File: src/rtl/riscv_pkg.sv
// RV32I encoding constants shared by the instruction encoder and its packer.
// Opcodes, class/alu_op enumerations (alu_op values match the core decoder)
// and funct7 constants, plus the alu_op -> funct3 mapping.
package riscv_pkg;

  localparam logic [6:0] OPC_R      = 7'b0110011;
  localparam logic [6:0] OPC_I      = 7'b0010011;
  localparam logic [6:0] OPC_LOAD   = 7'b0000011;
  localparam logic [6:0] OPC_STORE  = 7'b0100011;
  localparam logic [6:0] OPC_BRANCH = 7'b1100011;
  localparam logic [6:0] OPC_LUI    = 7'b0110111;
  localparam logic [6:0] OPC_JAL    = 7'b1101111;

  localparam logic [6:0] FUNCT7_NORM = 7'b0000000;
  localparam logic [6:0] FUNCT7_ALT  = 7'b0100000;

  // addi x0,x0,0 -- emitted for an unknown class
  localparam logic [31:0] NOP_WORD = 32'h0000_0013;

  typedef enum logic [2:0] {
    CLS_R      = 3'd0,
    CLS_I      = 3'd1,
    CLS_LOAD   = 3'd2,
    CLS_STORE  = 3'd3,
    CLS_BRANCH = 3'd4,
    CLS_LUI    = 3'd5,
    CLS_JAL    = 3'd6
  } class_e;

  typedef enum logic [3:0] {
    ALU_ADD  = 4'd0,
    ALU_SLL  = 4'd1,
    ALU_SLT  = 4'd2,
    ALU_SLTU = 4'd3,
    ALU_XOR  = 4'd4,
    ALU_SRL  = 4'd5,
    ALU_SRA  = 4'd6,
    ALU_OR   = 4'd7,
    ALU_AND  = 4'd8,
    ALU_SUB  = 4'd9
  } alu_op_e;

  // funct3 for an ALU operation; out-of-range codes fall back to add
  function automatic logic [2:0] alu_funct3(input logic [3:0] op);
    logic [2:0] f3;
    case (op)
      ALU_SLL:          f3 = 3'b001;
      ALU_SLT:          f3 = 3'b010;
      ALU_SLTU:         f3 = 3'b011;
      ALU_XOR:          f3 = 3'b100;
      ALU_SRL, ALU_SRA: f3 = 3'b101;
      ALU_OR:           f3 = 3'b110;
      ALU_AND:          f3 = 3'b111;
      default:          f3 = 3'b000;
    endcase
    return f3;
  endfunction

endpackage

File: src/rtl/instr_pack.sv
// Purely combinational packer: decoded control fields -> RV32I word,
// plus a flag marking requests that have no legal encoding.
module instr_pack
  import riscv_pkg::*;
(
  input  logic [2:0]  cls_i,
  input  logic [3:0]  alu_op_i,
  input  logic [2:0]  funct3_i,
  input  logic [4:0]  rd_i,
  input  logic [4:0]  rs1_i,
  input  logic [4:0]  rs2_i,
  input  logic [31:0] imm_i,
  output logic [31:0] instr_o,
  output logic        illegal_o
);

  logic [2:0] alu_f3;
  logic [6:0] r_funct7;
  logic       is_shift;

  assign alu_f3   = alu_funct3(alu_op_i);
  assign r_funct7 = (alu_op_i == ALU_SUB || alu_op_i == ALU_SRA) ? FUNCT7_ALT : FUNCT7_NORM;
  assign is_shift = (alu_op_i == ALU_SLL) || (alu_op_i == ALU_SRL) || (alu_op_i == ALU_SRA);

  // Field placement per instruction format; unused fields never reach the word
  always_comb begin
    instr_o = NOP_WORD;
    case (cls_i)
      CLS_R:      instr_o = {r_funct7, rs2_i, rs1_i, alu_f3, rd_i, OPC_R};
      CLS_I: begin
        if (is_shift)
          instr_o = {(alu_op_i == ALU_SRA) ? FUNCT7_ALT : FUNCT7_NORM,
                     imm_i[4:0], rs1_i, alu_f3, rd_i, OPC_I};
        else
          instr_o = {imm_i[11:0], rs1_i, alu_f3, rd_i, OPC_I};
      end
      CLS_LOAD:   instr_o = {imm_i[11:0], rs1_i, funct3_i, rd_i, OPC_LOAD};
      CLS_STORE:  instr_o = {imm_i[11:5], rs2_i, rs1_i, funct3_i, imm_i[4:0], OPC_STORE};
      CLS_BRANCH: instr_o = {imm_i[12], imm_i[10:5], rs2_i, rs1_i, funct3_i,
                             imm_i[4:1], imm_i[11], OPC_BRANCH};
      CLS_LUI:    instr_o = {imm_i[31:12], rd_i, OPC_LUI};
      CLS_JAL:    instr_o = {imm_i[20], imm_i[10:1], imm_i[11], imm_i[19:12], rd_i, OPC_JAL};
      default:    instr_o = NOP_WORD;
    endcase
  end

  // Requests with no legal RV32I encoding
  always_comb begin
    illegal_o = 1'b0;
    if (cls_i > 3'd6 || alu_op_i > 4'd9)
      illegal_o = 1'b1;
    else begin
      case (cls_i)
        CLS_I:      illegal_o = (alu_op_i == ALU_SUB);
        CLS_LOAD:   illegal_o = (funct3_i == 3'd3) || (funct3_i == 3'd6) || (funct3_i == 3'd7);
        CLS_STORE:  illegal_o = (funct3_i > 3'd2);
        CLS_BRANCH: illegal_o = (funct3_i == 3'd2) || (funct3_i == 3'd3);
        default:    illegal_o = 1'b0;
      endcase
    end
  end

endmodule

File: src/rtl/instr_encoder.sv
// Instruction encoder: packs decoded fields into an RV32I word and streams it
// through a DEPTH-entry valid/ready queue. The head word sits in a register so
// it is stable under backpressure and holds its last value when empty.
// Optional feature macro: INSTR_ENCODER_ILLEGAL_EN -- drop illegal requests
// (still accepted) and pulse err_pulse the cycle after acceptance.
module instr_encoder
  import riscv_pkg::*;
#(
  parameter int DEPTH = 2
) (
  input  logic        clk,
  input  logic        reset,
  input  logic        in_valid,
  output logic        in_ready,
  input  logic [2:0]  in_class,
  input  logic [3:0]  in_alu_op,
  input  logic [2:0]  in_funct3,
  input  logic [4:0]  in_rd,
  input  logic [4:0]  in_rs1,
  input  logic [4:0]  in_rs2,
  input  logic [31:0] in_imm,
  output logic        out_valid,
  input  logic        out_ready,
  output logic [31:0] out_instr,
  output logic        err_pulse
);

  localparam int PW = $clog2(DEPTH);

  logic [31:0]   mem_q [DEPTH];
  logic [PW-1:0] wr_ptr_q, wr_ptr_d;
  logic [PW-1:0] rd_ptr_q, rd_ptr_d;
  logic [PW:0]   count_q, count_d;
  logic [31:0]   head_q, head_d;

  logic [31:0] pack_word;
  logic        pack_illegal;
  logic        accept, push, pop;

  instr_pack u_pack (
    .cls_i     (in_class),
    .alu_op_i  (in_alu_op),
    .funct3_i  (in_funct3),
    .rd_i      (in_rd),
    .rs1_i     (in_rs1),
    .rs2_i     (in_rs2),
    .imm_i     (in_imm),
    .instr_o   (pack_word),
    .illegal_o (pack_illegal)
  );

  // in_ready depends only on registered count, never on out_ready
  assign in_ready  = (count_q != (PW+1)'(DEPTH));
  assign out_valid = (count_q != '0);
  assign out_instr = head_q;
  assign accept    = in_valid & in_ready;
  assign pop       = out_valid & out_ready;

`ifdef INSTR_ENCODER_ILLEGAL_EN
  logic err_q;
  assign push      = accept & ~pack_illegal;
  assign err_pulse = err_q;

  // One-cycle flag for an accepted-but-dropped illegal request
  always_ff @(posedge clk) begin
    if (reset) err_q <= 1'b0;
    else       err_q <= accept & pack_illegal;
  end
`else
  logic unused_illegal;
  assign unused_illegal = pack_illegal;
  assign push           = accept;
  assign err_pulse      = 1'b0;
`endif

  // Pointer/count next state and the word that will be at the head next cycle
  always_comb begin
    wr_ptr_d = push ? wr_ptr_q + PW'(1) : wr_ptr_q;
    rd_ptr_d = pop  ? rd_ptr_q + PW'(1) : rd_ptr_q;
    count_d  = count_q;
    if (push && !pop)      count_d = count_q + (PW+1)'(1);
    else if (!push && pop) count_d = count_q - (PW+1)'(1);
    head_d = head_q;
    if (count_d != '0) begin
      // a pushed word lands on the new head slot only when it is the sole entry
      if (push && (wr_ptr_q == rd_ptr_d)) head_d = pack_word;
      else                                head_d = mem_q[rd_ptr_d];
    end
  end

  // Queue control state; reset flushes all entries and clears the head word
  always_ff @(posedge clk) begin
    if (reset) begin
      wr_ptr_q <= '0;
      rd_ptr_q <= '0;
      count_q  <= '0;
      head_q   <= '0;
    end else begin
      wr_ptr_q <= wr_ptr_d;
      rd_ptr_q <= rd_ptr_d;
      count_q  <= count_d;
      head_q   <= head_d;
    end
  end

  // Per-entry storage writes; contents are don't-care until pushed
  generate
    for (genvar gi = 0; gi < DEPTH; gi++) begin : g_entry
      always_ff @(posedge clk) begin
        if (push && (wr_ptr_q == PW'(gi))) mem_q[gi] <= pack_word;
      end
    end
  endgenerate

endmodule

File: config.mk
export PLATFORM = sky130hd
export DESIGN_NAME = instr_encoder
export DESIGN_NICKNAME = d
export VERILOG_FILES = /design/src/rtl/riscv_pkg.sv /design/src/rtl/instr_pack.sv /design/src/rtl/instr_encoder.sv
export SDC_FILE = /design/constraint.sdc
export NUM_CORES = 1
export LEC_CHECK = 0
export ABC_AREA = 1
export CORE_MARGIN = 8
export CORE_UTILIZATION = 35
export DETAILED_ROUTE_END_ITERATION = 7
export GPL_ROUTABILITY_DRIVEN = 0
export PLACE_DENSITY = 0.61
export SYNTH_ARGS = -nofsm -noshare
export SYNTH_HDL_FRONTEND = slang
export SYNTH_SLANG_ARGS = --single-unit
File: constraint.sdc
create_clock -name clk -period 3.5 [get_ports clk]
set_input_delay 0.7 -clock clk [delete_from_list [all_inputs] [get_ports clk]]
set_output_delay 0.7 -clock clk [all_outputs]
set_load 0.05 [all_outputs]
==> results of run 1 <==
critical path: stages, from the launching register on:
cell and delay (ps):
sky130_fd_sc_hd__dfxtp_1 330, sky130_fd_sc_hd__inv_1 70, sky130_fd_sc_hd__ha_1 250, sky130_fd_sc_hd__inv_2 80, sky130_fd_sc_hd__clkdlybuf4s50_1 800
power by group through the flow:
stage / Combinational, mW / Sequential, mW / Clock, mW
after detailed placement: 2.29 / 1.61 / 0
final: 2.27 / 1.59 / 0.978
after global routing: 2.50 / 1.61 / 1.05
after global placement: 2.27 / 1.60 / 0
after CTS: 2.30 / 1.59 / 0.996
after floorplan: 1.21 / 2.06 / 0
sequential cells by signal (all words and copies together), names as in the netlist:
name and flops:
count_q 2, mem_q 60, out_instr 31, rd_ptr_q 1, wr_ptr_q 1
layer usage:
metal | global-route usage (%) | up-vias | wire length, microns
met3 | 2.60 | 17 | 789
met2 | 26.2 | 142 | 6970
met4 | 6.30 | 0 | 220
li1 | - | 2237 | -
met5 | 0 | - | 0
met1 | 18.1 | 2050 | 5830
cell families (layout without fill, tap and decap cells):
group	Yosys count	after routing	share of synthesized area (%)
buffers and inverters	78	168	7.46
and+or+nand+nor	422	422	35.0
DFF	95	95	50.6
AOI/OAI and AO/OA	49	49	5.36
adders and majority gates	6	6	1.52
other	1	1	0.0758
path summary, 6_finish.rpt:
path | startpoint | slack, ps | to
worst min-delay path | out_instr[9] | 480 | out_instr[9]
worst min register to register | out_instr[9] | 480 | out_instr[9]
worst max register to register | count_q[0] | 1410 | out_instr[26]
worst max-delay path | count_q[0] | 930 | in_ready
area by class of cell:
cell class | count | area (sq um) | share of cell area, %
Multi-Input combinational cell | 478 | 2080 | 33.0
Clock inverter | 5 | 56.3 | 0.895
Clock buffer | 11 | 243 | 3.86
Inverter | 51 | 194 | 3.08
Sequential cell | 95 | 2500 | 39.8
Timing Repair Buffer | 101 | 993 | 15.8
Tap cell | 180 | 225 | 3.58
Yosys cell counts:
library cell               number
sky130_fd_sc_hd__o21ai_2        1
sky130_fd_sc_hd__o22ai_1        1
sky130_fd_sc_hd__nand2_2        7
sky130_fd_sc_hd__nand3_1       34
sky130_fd_sc_hd__a21oi_2        1
sky130_fd_sc_hd__nand3_2        1
sky130_fd_sc_hd__inv_2          4
sky130_fd_sc_hd__clkbuf_1       3
sky130_fd_sc_hd__a21oi_1       12
sky130_fd_sc_hd__nand2_4        1
sky130_fd_sc_hd__nor2_2         2
sky130_fd_sc_hd__nand2_1      268
sky130_fd_sc_hd__nor3_1         3
sky130_fd_sc_hd__edfxtp_1      60
sky130_fd_sc_hd__buf_2         11
sky130_fd_sc_hd__o21ai_0       31
sky130_fd_sc_hd__buf_4          8
sky130_fd_sc_hd__buf_1          1
sky130_fd_sc_hd__ha_1           6
sky130_fd_sc_hd__nand4_1       10
sky130_fd_sc_hd__inv_4          1
sky130_fd_sc_hd__a21oi_4        1
sky130_fd_sc_hd__nor2_1        91
sky130_fd_sc_hd__inv_1         46
sky130_fd_sc_hd__buf_6          4
sky130_fd_sc_hd__dfxtp_1       35
sky130_fd_sc_hd__o21ai_1        2
sky130_fd_sc_hd__conb_1         1
sky130_fd_sc_hd__nor2_4         5
==> impl_table.tex, run 1 <==
\begin{tabular}{lr}
\hline
Metric & Value \\
\hline
\multicolumn{2}{l}{\textbf{Clocking}} \\
\quad TritonCTS clock tree & built \\
\quad H-tree lvl count & 3 \\
\quad Buffer levels on the longest clock path & 2 \\
\quad Hold\_buf cts & 0 \\
\quad Post-CTS repair timing setup buffer count & 0 \\
\quad Number of sinks driven by the clock tree & between 90 and 100 \\
\quad CTS resizes & 0 \\
\quad Total CTS buffers & 9 \\
\quad Root buf cell & sky130\_fd\_sc\_hd\_\_clkbuf\_16 \\
\quad Clk slew on worst S/H paths & around 70 ps \\
\quad Clock Latency Late Sink & 340 ps \\
\multicolumn{2}{l}{\textbf{STA}} \\
\quad Worst-margin pin slew & approximately 900 ps \\
\quad Worst hold slack after final layout & 476 ps \\
\quad Setup repair after global routing missed its margin & no \\
\quad Final setup slack of the worst path & between 900 and 1000 ps \\
\quad Minimum clock period after layout & roughly 2600 ps \\
\quad Max Slew Vio Count & 0 \\
\quad Worst relative slew slack & roughly two fifths \\
\quad Setup Total Neg Slack & 0 ps \\
\quad Fin Clk Skew & between 5 and 6 ps \\
\quad Setup violation total in the final timing report & 0 \\
\quad Crit share post-route & about three quarters \\
\quad Achievable Freq & $\sim$390 MHz \\
\quad Number of failing hold endpoints at the final stage & 0 \\
\multicolumn{2}{l}{\textbf{Setup path}} \\
\quad Maximum fanout along the worst path & 3 \\
\quad Critical path type & reg -> out \\
\quad Critical Path End Type & primary output \\
\quad Data arrival at the endpoint of the critical path & between 1500 and 2000 ps \\
\quad Crit path launch type & flop \\
\quad Cell depth of the worst flop-to-flop path & 13 \\
\quad Data required time of the worst path & about 2800 ps \\
\multicolumn{2}{l}{\textbf{Pwr}} \\
\quad Peak supply drop & between 300 and 400 uV \\
\quad Final Power & between 4 and 5 mW \\
\quad P\_sw & about 2.1 mW \\
\quad Standby leakage power & 2.82 nW \\
\quad Relative contribution of combinational cells to total power & approximately 47\% \\
\quad Pwr Density & around 770 nW/um\^{}2 \\
\quad Power share of the sequential group & about a third \\
\quad Clock group share of total power & between 20\% and 30\% \\
\quad Switching fraction of total power & between 40\% and 50\% \\
\quad Internal power contribution & roughly 2.8 mW \\
\multicolumn{2}{l}{\textbf{Yosys}} \\
\quad Cell area after synthesis & between 4000 and 5000 sq um \\
\quad Count of yosys warnings during synthesis & 0 \\
\quad Total nets after synthesis & between 700 and 800 \\
\quad Largest area contributor in the netlist & sky130\_fd\_sc\_hd\_\_edfxtp\_1 \\
\quad Gate Count Post-Synth & 651 \\
\quad Top cell type's share of synthesized area & between 30\% and 40\% \\
\quad Portion of the post-synthesis area used by sequential elements & roughly 51\% \\
\quad Mean Syn Cell Area & roughly 7.6 sq um \\
\quad Cell types with the largest area share after synthesis & sky130\_fd\_sc\_hd\_\_edfxtp\_1 (36\%), sky130\_fd\_sc\_hd\_\_nand2\_1 (20\%), sky130\_fd\_sc\_hd\_\_dfxtp\_1 (14\%), sky130\_fd\_sc\_hd\_\_nor2\_1 (6.9\%), sky130\_fd\_sc\_hd\_\_inv\_1 (3.5\%) \\
\quad Yosys reg bits & 95 \\
\quad Count of distinct cell types in the synthesized netlist & 29 \\
\multicolumn{2}{l}{\textbf{Detailed routing}} \\
\quad Per-cell via count in the routed design & 4.83 \\
\quad Number of vias after detailed routing & 4446 \\
\quad Post-DR wirelength/cell & around 15 microns \\
\quad Number of detailed-route iterations in the first pass & 6 \\
\quad Drt initial violations & around 400 \\
\quad Remaining DRCs & 0 \\
\quad Detail Route Antenna Nets & 0 \\
\quad Final WL & 13.8 mm \\
\multicolumn{2}{l}{\textbf{Cells and area}} \\
\quad Leading cell types in the layout, fill and taps excluded & sky130\_fd\_sc\_hd\_\_nand2\_1 (268), sky130\_fd\_sc\_hd\_\_clkdlybuf4s50\_1 (94), sky130\_fd\_sc\_hd\_\_nor2\_1 (89) \\
\quad Filler-free cell count of the finished design & just over 900 \\
\quad \# diodes & 0 \\
\quad Post-synthesis to final-layout area growth & 27.3\% \\
\quad Layout filler cell count & 1340 \\
\quad Final Instance Area & $\sim$6300 sq um \\
\quad Most frequent standard cell in the layout excluding fill and tap cells & sky130\_fd\_sc\_hd\_\_nand2\_1 \\
\quad Share of post-route cells with drive strength above 1 & between 6 and 7\% \\
\quad Number of nets in the layout & 803 \\
\quad Share of the core filled with cells in the final layout & a little under half \\
\multicolumn{2}{l}{\textbf{Global route}} \\
\quad Largest net degree at the start of global routing & 45 \\
\quad Wire length of the first global-routing pass & around 22 mm \\
\quad Antenna violations before repair & 0 \\
\quad Overall overflow remaining after global route & 0 \\
\quad Overall global routing resource usage & between 10\% and 20\% \\
\quad Number of global-route vias before repair & between 4000 and 5000 \\
\multicolumn{2}{l}{\textbf{Floorplanning}} \\
\quad DIE AREA & approximately 18000 sq um \\
\quad Placement Rows & 43 \\
\quad Die Span X & roughly 130 microns \\
\quad Boundary Pins & 96 \\
\quad Die Y & between 100 and 150 microns \\
\quad Initial core utilization & between 30\% and 40\% \\
\quad Core Area & around 14000 sq um \\
\multicolumn{2}{l}{\textbf{Worst hold path}} \\
\quad Number of cells on the worst hold path & 2 \\
\quad Hold WC Path Type & reg -> reg \\
\multicolumn{2}{l}{\textbf{Placed design}} \\
\quad Port Buffer Count & between 90 and 100 \\
\quad Placed Area & about 6000 sq um \\
\quad Dpl cells & 905 \\
\quad Place WS & around 650 ps \\
\quad Detailed placer's ending HPWL & just under 10 mm \\
\multicolumn{2}{l}{\textbf{Outcome}} \\
\quad Result of the run & finished clean \\
\multicolumn{2}{l}{\textbf{Flow run}} \\
\quad Reported max-cap violation count & 0 \\
\hline
\end{tabular}
(Power assumes the default switching activity.)
==> run 2, diff against run 1 <==
Clock period 3.5 ns to 2.54 ns, I/O delays scaled along.
==> run 2 against run 1 <==
Sequential share of layout area down 0.41 points. Non-clock buffer count rose by 8. Final cell count is 0.87% higher. Clock skew barely moved. Global-route usage rose by 0.24 points. Wire length grew 0.95%. Design area up 1.1%. Critical path type unchanged. Hold slack improved by 2.4 ps. Clock power increased by 27%.
==> impl_table.tex, run 2 (synthesized netlist as in run 1, its figures left out) <==
\begin{tabular}{lr}
\hline
Metric & Value \\
\hline
\multicolumn{2}{l}{\textbf{Cells and area}} \\
\quad Post-synthesis to final-layout area growth & 28.6\% \\
\quad Share of post-route cells with drive strength above 1 & 7.34\% (+1.0 points) \\
\quad Layout filler cell count & 1326 (-1.0\%) \\
\quad Storage cell area & 2500 sq um (unchanged) \\
\quad Most frequent standard cell in the layout excluding fill and tap cells & sky130\_fd\_sc\_hd\_\_nand2\_1 \\
\quad Leading cell types in the layout, fill and taps excluded & sky130\_fd\_sc\_hd\_\_nand2\_1 (268), sky130\_fd\_sc\_hd\_\_clkdlybuf4s50\_1 (94), sky130\_fd\_sc\_hd\_\_nor2\_1 (89) \\
\quad Final Instance Area & 6360 sq um (+1.1\%) \\
\quad Share of the core filled with cells in the final layout & 46.0\% (+0.48 points) \\
\quad \# diodes & 0 (unchanged) \\
\quad Multi-input logic area & 2080 sq um (unchanged) \\
\quad Filler-free cell count of the finished design & 929 (+0.87\%) \\
\quad Max FFs per register & 60 (unchanged) \\
\quad Number of nets in the layout & 811 (+1.0\%) \\
\quad Register containing the most flip-flops in the final layout & mem\_q \\
\multicolumn{2}{l}{\textbf{Setup path}} \\
\quad Slowest cell delay on critical path & 800 ps (about the same) \\
\quad Cell breakdown of the critical path & inv\_1 > ha\_1 > inv\_2 > clkdlybuf4s50\_1 \\
\quad Slowest stage cell, crit path & sky130\_fd\_sc\_hd\_\_clkdlybuf4s50\_1 \\
\quad Critical Path End Type & primary output \\
\quad Data arrival at the endpoint of the critical path & 1870 ps (about the same) \\
\quad Cell family with the largest share of critical-path delay & buffers and inverters \\
\quad Count of buffering cells on the critical path with inverters included & 3 (unchanged) \\
\quad Critical path type & reg -> out \\
\quad Maximum fanout along the worst path & 3 (unchanged) \\
\quad Data required time of the worst path & 2030 ps (-770 ps) \\
\quad Crit path launch type & flop \\
\multicolumn{2}{l}{\textbf{STA}} \\
\quad Setup violation total in the final timing report & 0 (unchanged) \\
\quad Setup Total Neg Slack & 0 ps (unchanged) \\
\quad Achievable Freq & between 400 and 500 MHz \\
\quad Fin Clk Skew & 5.10 ps (-0.368 ps) \\
\quad Number of failing hold endpoints at the final stage & 0 (unchanged) \\
\quad Worst relative slew slack & 63.3\% (+25 points) \\
\quad Max Slew Vio Count & 0 (unchanged) \\
\quad Setup repair after global routing missed its margin & no \\
\quad Minimum clock period after layout & roughly 2400 ps \\
\quad Worst-margin pin slew & 548 ps (-371 ps) \\
\quad Crit share post-route & 93.5\% \\
\quad Worst hold slack after final layout & 478 ps (+2.39 ps) \\
\multicolumn{2}{l}{\textbf{Floorplanning}} \\
\quad Core Area & 13800 sq um (unchanged) \\
\quad Boundary Pins & 96 (unchanged) \\
\quad DIE AREA & 18200 sq um (unchanged) \\
\quad Die Y & 135 microns (unchanged) \\
\quad Die Span X & 135 microns (unchanged) \\
\quad Placement Rows & 43 (unchanged) \\
\quad Initial core utilization & 35.8\% (unchanged) \\
\multicolumn{2}{l}{\textbf{Detailed routing}} \\
\quad Post-DR wirelength/cell & 15.0 microns (about the same) \\
\quad Number of detailed-route iterations in the first pass & 5 (-1) \\
\quad Drt initial violations & 345 (-16\%) \\
\quad Per-cell via count in the routed design & 4.77 (-1.2\%) \\
\quad Final WL & 13.9 mm (+0.95\%) \\
\quad Number of vias after detailed routing & 4431 (-0.34\%) \\
\quad Detail Route Antenna Nets & 0 (unchanged) \\
\quad Remaining DRCs & 0 (unchanged) \\
\multicolumn{2}{l}{\textbf{Global route}} \\
\quad Overall overflow remaining after global route & 0 (unchanged) \\
\quad Overall global routing resource usage & 15.4\% (+0.24 points) \\
\quad Antenna violations before repair & 0 (unchanged) \\
\quad Number of global-route vias before repair & 4300 (+0.99\%) \\
\quad Largest net degree at the start of global routing & 45 (unchanged) \\
\quad Wire length of the first global-routing pass & 22.1 mm (+1.6\%) \\
\multicolumn{2}{l}{\textbf{Clocking}} \\
\quad CTS resizes & 0 (unchanged) \\
\quad Hold\_buf cts & 0 (unchanged) \\
\quad Buffer levels on the longest clock path & 2 (unchanged) \\
\quad Clk slew on worst S/H paths & 60 ps (about the same) \\
\quad Clock Latency Late Sink & 340 ps (about the same) \\
\quad Total CTS buffers & 9 (unchanged) \\
\quad TritonCTS clock tree & built \\
\quad Post-CTS repair timing setup buffer count & 0 (unchanged) \\
\quad H-tree lvl count & 3 (unchanged) \\
\quad Root buf cell & sky130\_fd\_sc\_hd\_\_clkbuf\_16 \\
\quad Number of sinks driven by the clock tree & 95 (unchanged) \\
\multicolumn{2}{l}{\textbf{Pwr}} \\
\quad Peak supply drop & 368 uV (+11\%) \\
\quad P\_sw & 2.89 mW (+39\%) \\
\quad Power share of the sequential group & 32.8\% (about the same) \\
\quad Clock group share of total power & 18.7\% (-1.5 points) \\
\quad Pwr Density & 1050 nW/um\^{}2 (+36\%) \\
\quad Internal power contribution & 3.76 mW (+36\%) \\
\quad Standby leakage power & 2.86 nW (+1.4\%) \\
\quad Switching fraction of total power & 43.5\% (+0.55 points) \\
\quad Relative contribution of combinational cells to total power & 48.5\% (+1.5 points) \\
\multicolumn{2}{l}{\textbf{Worst hold path}} \\
\quad Hold WC Path Type & reg -> reg \\
\multicolumn{2}{l}{\textbf{Outcome}} \\
\quad Result of the run & finished clean \\
\multicolumn{2}{l}{\textbf{Placed design}} \\
\quad Placed Area & 6090 sq um (+1.6\%) \\
\quad Port Buffer Count & 94 (unchanged) \\
\quad Detailed placer's ending HPWL & 10.1 mm (+4.3\%) \\
\quad Dpl cells & 913 (+0.88\%) \\
\multicolumn{2}{l}{\textbf{Flow run}} \\
\quad Reported max-cap violation count & 0 (unchanged) \\
\hline
\end{tabular}
## run 2: cell count changes in the layout (fill, tap and decap cells not counted), sizes merged
cell / change
clkbuf: +1
buf: +8
bufinv: -1
## run 2: cell type report
class / count / share of cell area (%)
clock buffer: 12 / 3.88
clock inverter: 4 / 0.335
inverter: 51 / 3.05
multi-input combinational: 478 / 32.7
sequential: 95 / 39.4
tap: 180 / 3.54
timing repair buffer: 109 / 17.2
## run 2: through the flow
stage                     total power [mW]  worst slack, ps
after CTS                             6.72              145
after global placement                5.41              131
final                                 6.65              165
after floorplan                       4.51              381
after global routing                  7.09             70.2
after detailed placement              5.47             24.8
## run 2: power by group through the flow
stage / Combinational, mW / Clock (mW) / Sequential [mW]
2_1_floorplan: 1.68 / 0 / 2.83
3_3_place_gp: 3.21 / 0 / 2.20
3_5_place_dp: 3.25 / 0 / 2.22
4_1_cts: 3.26 / 1.27 / 2.18
5_1_grt: 3.53 / 1.35 / 2.22
6_report: 3.22 / 1.24 / 2.18
## run 2: worst paths after layout
kind                                    start       endpoint  slack [ps]  cells after the start
worst max-delay path               count_q[0]       in_ready         160                      4
worst min-delay path            out_instr[10]  out_instr[10]         480                      2
worst max register to register     count_q[0]  out_instr[24]         470                     10
worst min register to register  out_instr[10]  out_instr[10]         480                      2
## run 2: tightest hold or removal path, stage by stage (launching register included)
cell and delay, ps:
sky130_fd_sc_hd__dfxtp_1 310, sky130_fd_sc_hd__nand2_1 60, sky130_fd_sc_hd__a21oi_1 60
## run 2: per-layer routing
| layer | GRT usage [%] | part of all wire, % |
|---|---|---|
| met1 | 18.6 | 43 |
| met2 | 25.6 | 49 |
| met3 | 3.45 | 6.0 |
| met4 | 6.74 | 1.9 |
| met5 | 0 | 0 |
